<file path="src/rtl/cache_controller_if.sv">
// Signal bundle between the cache sequencer and its CPU, tag/data array and memory neighbours.
// The controller side uses the slave modport; the environment side uses master.
interface cache_controller_if #(
    parameter int unsigned ADDR_W   = 16,
    parameter int unsigned OFFSET_W = 2,
    parameter int unsigned INDEX_W  = 3
);
    localparam int unsigned TAG_W  = ADDR_W - INDEX_W - OFFSET_W;
    localparam int unsigned LINE_W = 16 << OFFSET_W;

    logic                cpu_req;
    logic                cpu_we;
    logic [ADDR_W-1:0]   cpu_addr;
    logic [15:0]         cpu_wdata;
    logic [15:0]         cpu_rdata;
    logic                cpu_ready;
    logic                stall;

    logic [INDEX_W-1:0]  arr_index;
    logic [TAG_W-1:0]    arr_rd_tag;
    logic                arr_rd_valid;
    logic                arr_rd_dirty;
    logic [LINE_W-1:0]   arr_rd_line;
    logic                arr_we;
    logic [TAG_W-1:0]    arr_wr_tag;
    logic                arr_wr_valid;
    logic                arr_wr_dirty;
    logic [LINE_W-1:0]   arr_wr_line;

    logic                mem_req;
    logic                mem_we;
    logic [ADDR_W-1:0]   mem_addr;
    logic [LINE_W-1:0]   mem_wdata;
    logic [LINE_W-1:0]   mem_rdata;
    logic                mem_rdy;

    logic [15:0]         hit_cnt;
    logic [15:0]         miss_cnt;

    modport master (
        output cpu_req, cpu_we, cpu_addr, cpu_wdata,
        input  cpu_rdata, cpu_ready, stall,
        input  arr_index, arr_we, arr_wr_tag, arr_wr_valid, arr_wr_dirty, arr_wr_line,
        output arr_rd_tag, arr_rd_valid, arr_rd_dirty, arr_rd_line,
        input  mem_req, mem_we, mem_addr, mem_wdata,
        output mem_rdata, mem_rdy,
        input  hit_cnt, miss_cnt
    );

    modport slave (
        input  cpu_req, cpu_we, cpu_addr, cpu_wdata,
        output cpu_rdata, cpu_ready, stall,
        output arr_index, arr_we, arr_wr_tag, arr_wr_valid, arr_wr_dirty, arr_wr_line,
        input  arr_rd_tag, arr_rd_valid, arr_rd_dirty, arr_rd_line,
        output mem_req, mem_we, mem_addr, mem_wdata,
        input  mem_rdata, mem_rdy,
        output hit_cnt, miss_cnt
    );
endinterface

</file>
<file path="src/rtl/cache_controller.sv">
// Sequencer for a direct-mapped write-back cache: compare, write back dirty victim, allocate,
// then re-compare. Keeps saturating hit/miss counters.
module cache_controller #(
    parameter int unsigned ADDR_W   = 16,
    parameter int unsigned OFFSET_W = 2,
    parameter int unsigned INDEX_W  = 3
) (
    input logic               clk,
    input logic               rst_n,
    cache_controller_if.slave bus
);
    localparam int unsigned TAG_W  = ADDR_W - INDEX_W - OFFSET_W;
    localparam int unsigned LINE_W = 16 << OFFSET_W;

    typedef enum logic [2:0] {
        StIdle      = 3'b000,
        StCompare   = 3'b001,
        StWriteBack = 3'b010,
        StAllocate  = 3'b100
    } state_e;

    state_e              state_q, state_d;
    logic [ADDR_W-1:0]   addr_q, addr_d;
    logic                we_q, we_d;
    logic [15:0]         wdata_q, wdata_d;
    logic                filled_q, filled_d;
    logic [15:0]         hit_cnt_q, hit_cnt_d;
    logic [15:0]         miss_cnt_q, miss_cnt_d;

    logic [TAG_W-1:0]    tag;
    logic [INDEX_W-1:0]  index;
    logic [OFFSET_W-1:0] offset;
    logic                hit;
    logic [15:0]         rd_word;
    logic [LINE_W-1:0]   merged_line;

    assign tag     = addr_q[ADDR_W-1 -: TAG_W];
    assign index   = addr_q[OFFSET_W +: INDEX_W];
    assign offset  = addr_q[OFFSET_W-1:0];
    assign hit     = bus.arr_rd_valid & (bus.arr_rd_tag == tag);
    assign rd_word = bus.arr_rd_line[{offset, 4'b0000} +: 16];

    always_comb begin
        merged_line = bus.arr_rd_line;
        merged_line[{offset, 4'b0000} +: 16] = wdata_q;
    end

    assign bus.arr_index = index;
    assign bus.hit_cnt   = hit_cnt_q;
    assign bus.miss_cnt  = miss_cnt_q;
    assign bus.stall     = bus.cpu_req & ~bus.cpu_ready;

    always_ff @(posedge clk) begin
        if (!rst_n) begin
            state_q    <= StIdle;
            addr_q     <= '0;
            we_q       <= 1'b0;
            wdata_q    <= '0;
            filled_q   <= 1'b0;
            hit_cnt_q  <= '0;
            miss_cnt_q <= '0;
        end else begin
            state_q    <= state_d;
            addr_q     <= addr_d;
            we_q       <= we_d;
            wdata_q    <= wdata_d;
            filled_q   <= filled_d;
            hit_cnt_q  <= hit_cnt_d;
            miss_cnt_q <= miss_cnt_d;
        end
    end

    always_comb begin
        state_d          = state_q;
        addr_d           = addr_q;
        we_d             = we_q;
        wdata_d          = wdata_q;
        filled_d         = filled_q;
        hit_cnt_d        = hit_cnt_q;
        miss_cnt_d       = miss_cnt_q;
        bus.cpu_rdata    = '0;
        bus.cpu_ready    = 1'b0;
        bus.arr_we       = 1'b0;
        bus.arr_wr_tag   = '0;
        bus.arr_wr_valid = 1'b0;
        bus.arr_wr_dirty = 1'b0;
        bus.arr_wr_line  = '0;
        bus.mem_req      = 1'b0;
        bus.mem_we       = 1'b0;
        bus.mem_addr     = '0;
        bus.mem_wdata    = '0;

        case (state_q)
            StIdle: begin
                if (bus.cpu_req) begin
                    addr_d   = bus.cpu_addr;
                    we_d     = bus.cpu_we;
                    wdata_d  = bus.cpu_wdata;
                    filled_d = 1'b0;
                    state_d  = StCompare;
                end
            end
            StCompare: begin
                if (hit) begin
                    bus.cpu_ready = 1'b1;
                    if (we_q) begin
                        bus.arr_we       = 1'b1;
                        bus.arr_wr_tag   = bus.arr_rd_tag;
                        bus.arr_wr_valid = 1'b1;
                        bus.arr_wr_dirty = 1'b1;
                        bus.arr_wr_line  = merged_line;
                    end else begin
                        bus.cpu_rdata = rd_word;
                    end
                    // The re-compare after a fill was already counted as a miss.
                    if (!filled_q && hit_cnt_q != 16'hFFFF) begin
                        hit_cnt_d = hit_cnt_q + 16'd1;
                    end
                    state_d = StIdle;
                end else begin
                    if (miss_cnt_q != 16'hFFFF) begin
                        miss_cnt_d = miss_cnt_q + 16'd1;
                    end
                    state_d = (bus.arr_rd_valid && bus.arr_rd_dirty) ? StWriteBack : StAllocate;
                end
            end
            StWriteBack: begin
                bus.mem_req   = 1'b1;
                bus.mem_we    = 1'b1;
                bus.mem_addr  = {bus.arr_rd_tag, index, {OFFSET_W{1'b0}}};
                bus.mem_wdata = bus.arr_rd_line;
                if (bus.mem_rdy) begin
                    state_d = StAllocate;
                end
            end
            StAllocate: begin
                bus.mem_req  = 1'b1;
                bus.mem_addr = {tag, index, {OFFSET_W{1'b0}}};
                if (bus.mem_rdy) begin
                    bus.arr_we       = 1'b1;
                    bus.arr_wr_tag   = tag;
                    bus.arr_wr_valid = 1'b1;
                    bus.arr_wr_dirty = 1'b0;
                    bus.arr_wr_line  = bus.mem_rdata;
                    filled_d         = 1'b1;
                    state_d          = StCompare;
                end
            end
            default: state_d = StIdle;
        endcase
    end
endmodule

</file>
<file path="src/flat_wrapper.sv">
// flat-port wrapper written by rule: the top's interface ports become plain ports
module cache_controller_flat 
#(
    parameter int unsigned ADDR_W   = 16,
    parameter int unsigned OFFSET_W = 2,
    parameter int unsigned INDEX_W  = 3
)
  (clk, rst_n, bus_cpu_req, bus_cpu_we, bus_cpu_addr, bus_cpu_wdata, bus_cpu_rdata, bus_cpu_ready, bus_stall, bus_arr_index, bus_arr_we, bus_arr_wr_tag, bus_arr_wr_valid, bus_arr_wr_dirty, bus_arr_wr_line, bus_arr_rd_tag, bus_arr_rd_valid, bus_arr_rd_dirty, bus_arr_rd_line, bus_mem_req, bus_mem_we, bus_mem_addr, bus_mem_wdata, bus_mem_rdata, bus_mem_rdy, bus_hit_cnt, bus_miss_cnt);
  cache_controller_if #(.ADDR_W(ADDR_W), .OFFSET_W(OFFSET_W), .INDEX_W(INDEX_W)) bus_i ();
  input logic clk;
  input logic rst_n;
  input wire logic [$bits(bus_i.cpu_req)-1:0] bus_cpu_req;
  input wire logic [$bits(bus_i.cpu_we)-1:0] bus_cpu_we;
  input wire logic [$bits(bus_i.cpu_addr)-1:0] bus_cpu_addr;
  input wire logic [$bits(bus_i.cpu_wdata)-1:0] bus_cpu_wdata;
  output wire logic [$bits(bus_i.cpu_rdata)-1:0] bus_cpu_rdata;
  output wire logic [$bits(bus_i.cpu_ready)-1:0] bus_cpu_ready;
  output wire logic [$bits(bus_i.stall)-1:0] bus_stall;
  output wire logic [$bits(bus_i.arr_index)-1:0] bus_arr_index;
  output wire logic [$bits(bus_i.arr_we)-1:0] bus_arr_we;
  output wire logic [$bits(bus_i.arr_wr_tag)-1:0] bus_arr_wr_tag;
  output wire logic [$bits(bus_i.arr_wr_valid)-1:0] bus_arr_wr_valid;
  output wire logic [$bits(bus_i.arr_wr_dirty)-1:0] bus_arr_wr_dirty;
  output wire logic [$bits(bus_i.arr_wr_line)-1:0] bus_arr_wr_line;
  input wire logic [$bits(bus_i.arr_rd_tag)-1:0] bus_arr_rd_tag;
  input wire logic [$bits(bus_i.arr_rd_valid)-1:0] bus_arr_rd_valid;
  input wire logic [$bits(bus_i.arr_rd_dirty)-1:0] bus_arr_rd_dirty;
  input wire logic [$bits(bus_i.arr_rd_line)-1:0] bus_arr_rd_line;
  output wire logic [$bits(bus_i.mem_req)-1:0] bus_mem_req;
  output wire logic [$bits(bus_i.mem_we)-1:0] bus_mem_we;
  output wire logic [$bits(bus_i.mem_addr)-1:0] bus_mem_addr;
  output wire logic [$bits(bus_i.mem_wdata)-1:0] bus_mem_wdata;
  input wire logic [$bits(bus_i.mem_rdata)-1:0] bus_mem_rdata;
  input wire logic [$bits(bus_i.mem_rdy)-1:0] bus_mem_rdy;
  output wire logic [$bits(bus_i.hit_cnt)-1:0] bus_hit_cnt;
  output wire logic [$bits(bus_i.miss_cnt)-1:0] bus_miss_cnt;
  assign bus_i.cpu_req = bus_cpu_req;
  assign bus_i.cpu_we = bus_cpu_we;
  assign bus_i.cpu_addr = bus_cpu_addr;
  assign bus_i.cpu_wdata = bus_cpu_wdata;
  assign bus_cpu_rdata = bus_i.cpu_rdata;
  assign bus_cpu_ready = bus_i.cpu_ready;
  assign bus_stall = bus_i.stall;
  assign bus_arr_index = bus_i.arr_index;
  assign bus_arr_we = bus_i.arr_we;
  assign bus_arr_wr_tag = bus_i.arr_wr_tag;
  assign bus_arr_wr_valid = bus_i.arr_wr_valid;
  assign bus_arr_wr_dirty = bus_i.arr_wr_dirty;
  assign bus_arr_wr_line = bus_i.arr_wr_line;
  assign bus_i.arr_rd_tag = bus_arr_rd_tag;
  assign bus_i.arr_rd_valid = bus_arr_rd_valid;
  assign bus_i.arr_rd_dirty = bus_arr_rd_dirty;
  assign bus_i.arr_rd_line = bus_arr_rd_line;
  assign bus_mem_req = bus_i.mem_req;
  assign bus_mem_we = bus_i.mem_we;
  assign bus_mem_addr = bus_i.mem_addr;
  assign bus_mem_wdata = bus_i.mem_wdata;
  assign bus_i.mem_rdata = bus_mem_rdata;
  assign bus_i.mem_rdy = bus_mem_rdy;
  assign bus_hit_cnt = bus_i.hit_cnt;
  assign bus_miss_cnt = bus_i.miss_cnt;
  cache_controller #(.ADDR_W(ADDR_W), .OFFSET_W(OFFSET_W), .INDEX_W(INDEX_W)) u_core (.clk(clk), .rst_n(rst_n), .bus(bus_i));
endmodule
</file>
<file path="config.mk">
export PLATFORM = sky130hd
export DESIGN_NAME = cache_controller_flat
export DESIGN_NICKNAME = d
export VERILOG_FILES = /design/src/rtl/cache_controller_if.sv /design/src/rtl/cache_controller.sv /design/src/flat_wrapper.sv
export SDC_FILE = /design/constraint.sdc
export NUM_CORES = 1
export LEC_CHECK = 0
export BUFFER_PORTS_ARGS = -buffer_cell sky130_fd_sc_hd__buf_2
export CAP_MARGIN = 20
export CORE_AREA = 2 2 152 154
export CTS_BUF_LIST = sky130_fd_sc_hd__clkbuf_4 sky130_fd_sc_hd__clkbuf_8
export CTS_CLUSTER_SIZE = 28
export DETAILED_ROUTE_END_ITERATION = 7
export DIE_AREA = 0 0 154 156
export PLACE_DENSITY_LB_ADDON = 0.3
export SLEW_MARGIN = 25
export SYNTH_ARGS = -nofsm -noshare
export SYNTH_HDL_FRONTEND = slang
export SYNTH_SLANG_ARGS = --single-unit
</file>
<file path="constraint.sdc">
create_clock -name clk -period 4 [get_ports clk]
set_input_delay 0.4 -clock clk [delete_from_list [all_inputs] [get_ports clk]]
set_output_delay 0.4 -clock clk [all_outputs]
set_load 0.02 [all_outputs]
</file>
==> results of run 1 <==
-- power by group --
group | switching [uW] | internal [uW]
logic | 577 | 330
clock network | 306 | 240
registers | 65.6 | 732
-- synth_stat cells, types with 2 or more instances --
| master | n | area [um2] |
|---|---|---|
| clkbuf_1 | 53 | 199 |
| nand2b_1 | 17 | 106 |
| inv_1 | 7 | 26.3 |
| nor3_1 | 6 | 30.0 |
| mux4_2 | 16 | 360 |
| xnor2_1 | 11 | 96.3 |
| nand2_1 | 161 | 604 |
| o31ai_1 | 14 | 105 |
| nand3_1 | 14 | 70.1 |
| and2_1 | 72 | 450 |
| nor2b_1 | 70 | 438 |
| mux2i_1 | 15 | 150 |
| a31oi_1 | 8 | 50.1 |
| or4_1 | 15 | 113 |
| o41ai_1 | 3 | 26.3 |
| nand4_1 | 15 | 93.8 |
| nor4_1 | 6 | 37.5 |
| o21ai_2 | 50 | 438 |
| nor3b_1 | 2 | 15.0 |
| and4_1 | 3 | 26.3 |
| o311ai_0 | 3 | 26.3 |
| a22o_1 | 22 | 193 |
| buf_6 | 9 | 101 |
| buf_4 | 6 | 45.0 |
| nor2_1 | 17 | 63.8 |
| dfxtp_1 | 69 | 1380 |
| buf_2 | 3 | 15.0 |
| and3_1 | 23 | 144 |
| ha_1 | 7 | 87.6 |
| nor4_2 | 3 | 37.5 |
| buf_1 | 2 | 7.51 |
| o21ai_0 | 16 | 80.1 |
| a21oi_1 | 103 | 515 |
-- tightest hold or removal path: cells and delay by family --
kind	cells	cell delay (ps)
simple gates	1	40
buf+inv	1	90
compound gates	1	50
-- final timing paths --
kind                                        endpoint  slack, ps
setup / recovery                 bus_arr_wr_line[63]        410
hold / removal         u_core.addr_q[2]$_SDFFE_PN0P_        260
setup reg to reg  u_core.bus.hit_cnt[3]$_SDFFE_PN0P_       1660
hold reg to reg        u_core.addr_q[3]$_SDFFE_PN0P_        480
-- registers in the layout (all words and copies together), names as in the netlist --
signal,cells
u_core.addr_q,16
u_core.bus.hit_cnt,16
u_core.we_q,1
u_core.bus.miss_cnt,16
u_core.filled_q,1
u_core.state_q,3
u_core.wdata_q,16
-- per-stage QoR --
step           setup slack [ps]  instance area (um2)  hold slack (ps)  std cells
2_1_floorplan               574                 6220              445        852
3_3_place_gp                734                 8350              457       1475
3_5_place_dp                661                 8350              468       1475
4_1_cts                     401                 8530              237       1491
5_1_grt                     314                 8550              254       1497
6_report                    412                 8550              260       1497
-- cells by family after synthesis --
logic type / after synthesis / synth area share [%]
AOI/OAI and AO/OA: 224 / 23.8
xor gates and xnor gates: 11 / 1.55
adders and majority gates: 7 / 1.41
buffers and inverters: 80 / 6.34
DFF: 69 / 22.2
muxes: 31 / 8.21
other: 1 / 0.0603
and+or+nand+nor: 428 / 36.4
-- per-layer routing --
metal | up-vias | track usage (%) | wire (um) | part of all wire, %
li1 | 3702 | - | - | -
met1 | 3691 | 32.7 | 13300 | 41
met2 | 415 | 40.3 | 14800 | 46
met3 | 61 | 6.19 | 2790 | 8.7
met4 | 0 | 11.1 | 1190 | 3.7
met5 | - | 0 | 0 | 0
-- area by class of cell --
| class | count | area [um2] |
|---|---|---|
| sequential | 69 | 1380 |
| antenna | 5 | 12.5 |
| tap | 285 | 357 |
| clock buffer | 10 | 138 |
| inverter | 7 | 26.3 |
| multi-input combinational | 703 | 4470 |
| clock inverter | 6 | 38.8 |
| fill | 2439 | 13800 |
| timing repair buffer | 412 | 2130 |
==> metrics.md, run 1 <==
| Metric | Value |
|---|---|
| Die height | `~160 um` |
| Yosys warns | `0` |
| Data arrival, critical path | `3190 ps` |
| Post-CTS Setup Bufs | `0` |
| Vias in the first global route | `about 7200` |
| CTS Hold Bufs | `0` |
| GPL Wtd Cong | `about 0.95` |
| Distinct cell type count after synthesis | `between 40 and 50` |
| Final period utilization | `between 80 and 90%` |
| ANT nets after route | `0` |
| Avg Cell Area, Syn | `between 7 and 8 um2` |
| GR Util All Layers | `approximately 25%` |
| Worst Tran Pin Value | `998 ps` |
| Final hold violation count | `0` |
| Worst-path cell chain | `xnor2_1, nand4_1, or4_4, or2_4, buf_4, o21ai_0, buf_2` |
| Row count | `55` |
| Post-synthesis sequential area ratio | `between 20 and 25%` |
| Total Wirelength | `32100 um` |
| Async set-reset flop share out of synthesis | `0%` |
| Post-synth EDFFs | `0` |
| Initial Utilization | `27.8%` |
| Hold Path Depth | `3` |
| Final nets | `about 1400` |
| Final setup viols | `0` |
| Antenna violations before repair | `8` |
| R2R Path Start | `u_core.addr_q[14]$_SDFFE_PN0P_` |
| Top Ports | `391` |
| Relative slew slack | `33.5%` |
| Worst r2r path cells | `5` |
| Die area | `around 24000 um2` |
| Slew Limit Fails | `0` |
| Status | `finished clean` |
| Reg clk slew, reported paths | `~80 ps` |
| # H-tree levels | `3` |
| Clk root buf | `clkbuf_8` |
| CTS tree | `built` |
| Post-Syn Area | `6220 um2` |
| Setup crit end kind | `primary output` |
| Most frequent cells in the layout | `buf_2 (388), nand2_1 (161), a21oi_1 (103)` |
| CTS Buf Count | `9` |
| CP startpoint | `u_core.addr_q[14]$_SDFFE_PN0P_` |
| Final HPWL DP | `about 26000 um` |
| Max Fanout on Critical Path | `33` |
| RSZ-0062 raised after global routing | `false` |
| Top delay family on crit path | `simple AND/OR/NAND/NOR gates` |
| Fmax | `279 MHz` |
| Synthesized netlist cell count | `between 800 and 900` |
| First-pass GRT wire length | `around 46000 um` |
| Post-CTS sizing | `0` |
| Minimum clock period | `around 3600 ps` |
| Lkg Pwr | `between 0.004 and 0.005 uW` |
| #FFs+latches synth | `approximately 70` |
| Largest net degree at the start of global routing | `51` |
| Maximum VDD drop | `159 uV` |
| First DRT Iteration DRCs | `between 500 and 600` |
| Die width | `between 150 and 200 um` |
| Buf/Inv on CP | `2` |
| Share of layout cells above drive strength 1 | `about two fifths` |
| Detailed Routing Iterations Pass 1 | `6` |
| Startpoint types | `flip-flop` |
| Slowest stage cell, crit path | `or4_4` |
| Crit-path max cell delay | `720 ps` |
| Worst setup path category | `reg -> out` |
| Total gr overflow | `0` |
| Setup TNS Final | `0 ps` |
| CP Depth | `7` |
| Worst min-delay path class | `in -> reg` |
| CTS Buffer Depth | `2` |
| Final Core Density | `between 30% and 40%` |
| Max-Cap Viols | `0` |
| Clock skew | `between 6 and 7 ps` |
| Vias after detailed routing | `between 7000 and 8000` |
| Commonest non-fill, non-tap cell in the layout | `buf_2` |
| Area growth syn-to-layout | `37.6%` |
| Core area | `22400 um2` |
| Critical Path RT | `~3600 ps` |
| Power consumption | `roughly 2300 uW` |
| Hold Startpoint | `bus_cpu_addr[2]` |
| I/O Buffers | `388` |
| DRC Markers | `0` |
| WL/cell | `21.4 um` |
| Via/cell ratio | `about 5.3` |
| PwrDens | `around 260 nW/um2` |
| Top FF cell, synth | `dfxtp_1` |
| Clock sinks | `69` |
| Worst-Skew Late Latency | `between 300 and 400 ps` |
Note: power is estimated with default switching activity, not from simulation.
==> run 2, diff against run 1 <==
- CORE_AREA: 2 2 152 154 -> 2 2 154 156
- CTS_BUF_LIST: sky130_fd_sc_hd__clkbuf_4 sky130_fd_sc_hd__clkbuf_8 -> not set
- DIE_AREA: 0 0 154 156 -> 0 0 156 158
==> run 2 against run 1 <==
Compared with the run above:
- core utilization down 0.69 points
- cell area up 1.2%
- final cell count down 0.27%
- critical path depth unchanged
- die area up 2.6%
- critical endpoint is now bus_arr_wr_line[11]
==> metrics.md, run 2 (same netlist as run 1, synthesis figures left out) <==
| Metric | Value |
|---|---|
| Status | `finished clean` |
| RSZ-0062 raised after global routing | `false` |
| Core area | `23100 um2 (+3.1%)` |
| CTS Hold Bufs | `0 (unchanged)` |
| Total Wirelength | `31100 um (-3.1%)` |
| PwrDens | `302 nW/um2 (+15%)` |
| Clock sinks | `69 (unchanged)` |
| Detailed Routing Iterations Pass 1 | `5 (-1)` |
| GPL Wtd Cong | `0.917 (-3.4%)` |
| CTS tree | `built` |
| WL/cell | `20.8 um (-2.8%)` |
| Most frequent cells in the layout | `buf_2 (388), nand2_1 (160), a21oi_1 (103)` |
| Power consumption | `2620 uW (+16%)` |
| Final setup viols | `0 (unchanged)` |
| Post-CTS sizing | `0 (unchanged)` |
| Total gr overflow | `0 (unchanged)` |
| Max-Cap Viols | `0 (unchanged)` |
| I/O Buffers | `388 (unchanged)` |
| Data arrival, critical path | `3130 ps (-60 ps)` |
| Area of the multi-input gates | `4480 um2 (+0.17%)` |
| Max Fanout on Critical Path | `36 (+9.1%)` |
| Slowest stage cell, crit path | `or4_4` |
| Worst Tran Pin Value | `835 ps (-163 ps)` |
| Minimum clock period | `3530 ps (-56.6 ps)` |
| Final HPWL DP | `24100 um (-6.2%)` |
| Antenna violations before repair | `4 (-4)` |
| Top delay family on crit path | `simple AND/OR/NAND/NOR gates` |
| CP startpoint | `u_core.addr_q[11]$_SDFFE_PN0P_` |
| First DRT Iteration DRCs | `510 (-8.1%)` |
| Post-CTS Setup Bufs | `0 (unchanged)` |
| Relative slew slack | `44.3% (+11 points)` |
| DRC Markers | `0 (unchanged)` |
| # H-tree levels | `3 (unchanged)` |
| Crit-path max cell delay | `710 ps (about the same)` |
| First-pass GRT wire length | `44200 um (-3.9%)` |
| Worst-path cell chain | `xnor2_1, nand4_1, or4_4, or2_4, buf_4, o21ai_0, buf_2` |
| Fillers | `2518 (+3.2%)` |
| CTS Buffer Depth | `2 (unchanged)` |
| Lkg Pwr | `0.00413 uW (+0.79%)` |
| ANT nets after route | `0 (unchanged)` |
| Startpoint types | `flip-flop` |
| CTS Buf Count | `9 (unchanged)` |
| Fmax | `283 MHz (+1.6%)` |
| Initial Utilization | `27.0% (-0.83 points)` |
| Clock skew | `7.36 ps (+0.719 ps)` |
| Vias after detailed routing | `7788 (-1.0%)` |
| Register area | `1380 um2 (unchanged)` |
| Die height | `158 um (+1.3%)` |
| Setup TNS Final | `0 ps (unchanged)` |
| Critical Path RT | `3600 ps (about the same)` |
| R2R Path Start | `u_core.bus.miss_cnt[0]$_SDFFE_PN0P_` |
| Slew Limit Fails | `0 (unchanged)` |
| Final hold violation count | `0 (unchanged)` |
| Via/cell ratio | `5.22 (-0.76%)` |
| Die area | `24600 um2 (+2.6%)` |
| Worst-Skew Late Latency | `340 ps (-30 ps)` |
| Row count | `56 (+1.8%)` |
| Final nets | `1380 (-0.50%)` |
| Clk root buf | `clkbuf_16` |
| Worst min-delay path class | `in -> reg` |
| Setup crit end kind | `primary output` |
| Area growth syn-to-layout | `39.3%` |
| Share of layout cells above drive strength 1 | `41.8% (-0.17 points)` |
| Top Ports | `391 (unchanged)` |
| Die width | `156 um (+1.3%)` |
| Hold Startpoint | `bus_cpu_addr[4]` |
| Final non-filler cell area | `8660 um2 (+1.2%)` |
| Maximum VDD drop | `180 uV (+13%)` |
| Worst setup path category | `reg -> out` |
| Placed Area | `8320 um2 (-0.37%)` |
| Final period utilization | `88.3% (-1.4 points)` |
| Reg clk slew, reported paths | `70 ps (about the same)` |
| GR Util All Layers | `23.8% (-1.5 points)` |
| Buf/Inv on CP | `2 (unchanged)` |
| Commonest non-fill, non-tap cell in the layout | `buf_2` |
| Vias in the first global route | `7114 (-1.7%)` |
| Largest net degree at the start of global routing | `60 (+18%)` |
run 2: changes by cell type in the layout (fill, tap and decap cells not counted), moves of 2 or more:
| cell | delta |
|---|---|
| buf_4 | -6 |
| clkbuf_8 | -10 |
| clkbuf_16 | +9 |
| clkinv_2 | -2 |
| diode_2 | -2 |
| bufinv_16 | +2 |
| inv_6 | +2 |
run 2: worst paths after layout:
kind | to | slack, ps | depth (start not counted)
setup / recovery | bus_arr_wr_line[11] | 470 | 7
hold / removal | u_core.addr_q[4]$_SDFFE_PN0P_ | 290 | 3
setup reg to reg | u_core.bus.miss_cnt[0]$_SDFFE_PN0P_ | 1630 | 7
hold reg to reg | u_core.addr_q[4]$_SDFFE_PN0P_ | 470 | 2
run 2: final cells by class:
type	instances	area share (%)
diodes	3	0.0867
clock buffers	9	2.60
clock inverters	7	1.21
inverters	7	0.318
multi-input cells	703	51.7
flip-flops and latches	69	16.0
well taps	290	4.19
repair buffers	405	23.9
run 2: stage by stage:
step	util [%]	instances	worst slack [ps]	hold slack (ps)
5_1_grt	37.5	1492	279	291
6_report	37.6	1493	469	290
3_5_place_dp	36.1	1474	615	460
3_3_place_gp	36.1	1474	616	452
2_1_floorplan	-	852	574	445
4_1_cts	37.5	1490	389	271
run 2: metal layers:
layer  track usage, %  vias up  part of all wire, %
li1                 -     3691                    -
met1             30.5     3637                   42
met2             39.5      405                   47
met3             5.75       53                  9.2
met4             7.82        2                  2.6
met5                0        -                0.042
run 2: tightest hold or removal path, stage by stage:
cell and delay, ps:
buf_2 90, nand2_1 40, a21oi_1 50
run 2: where the power goes:
group          internal (uW)  switching [uW]
sequential               733            68.4
clock                    557             359
combinational            319             579
total                   1610            1010
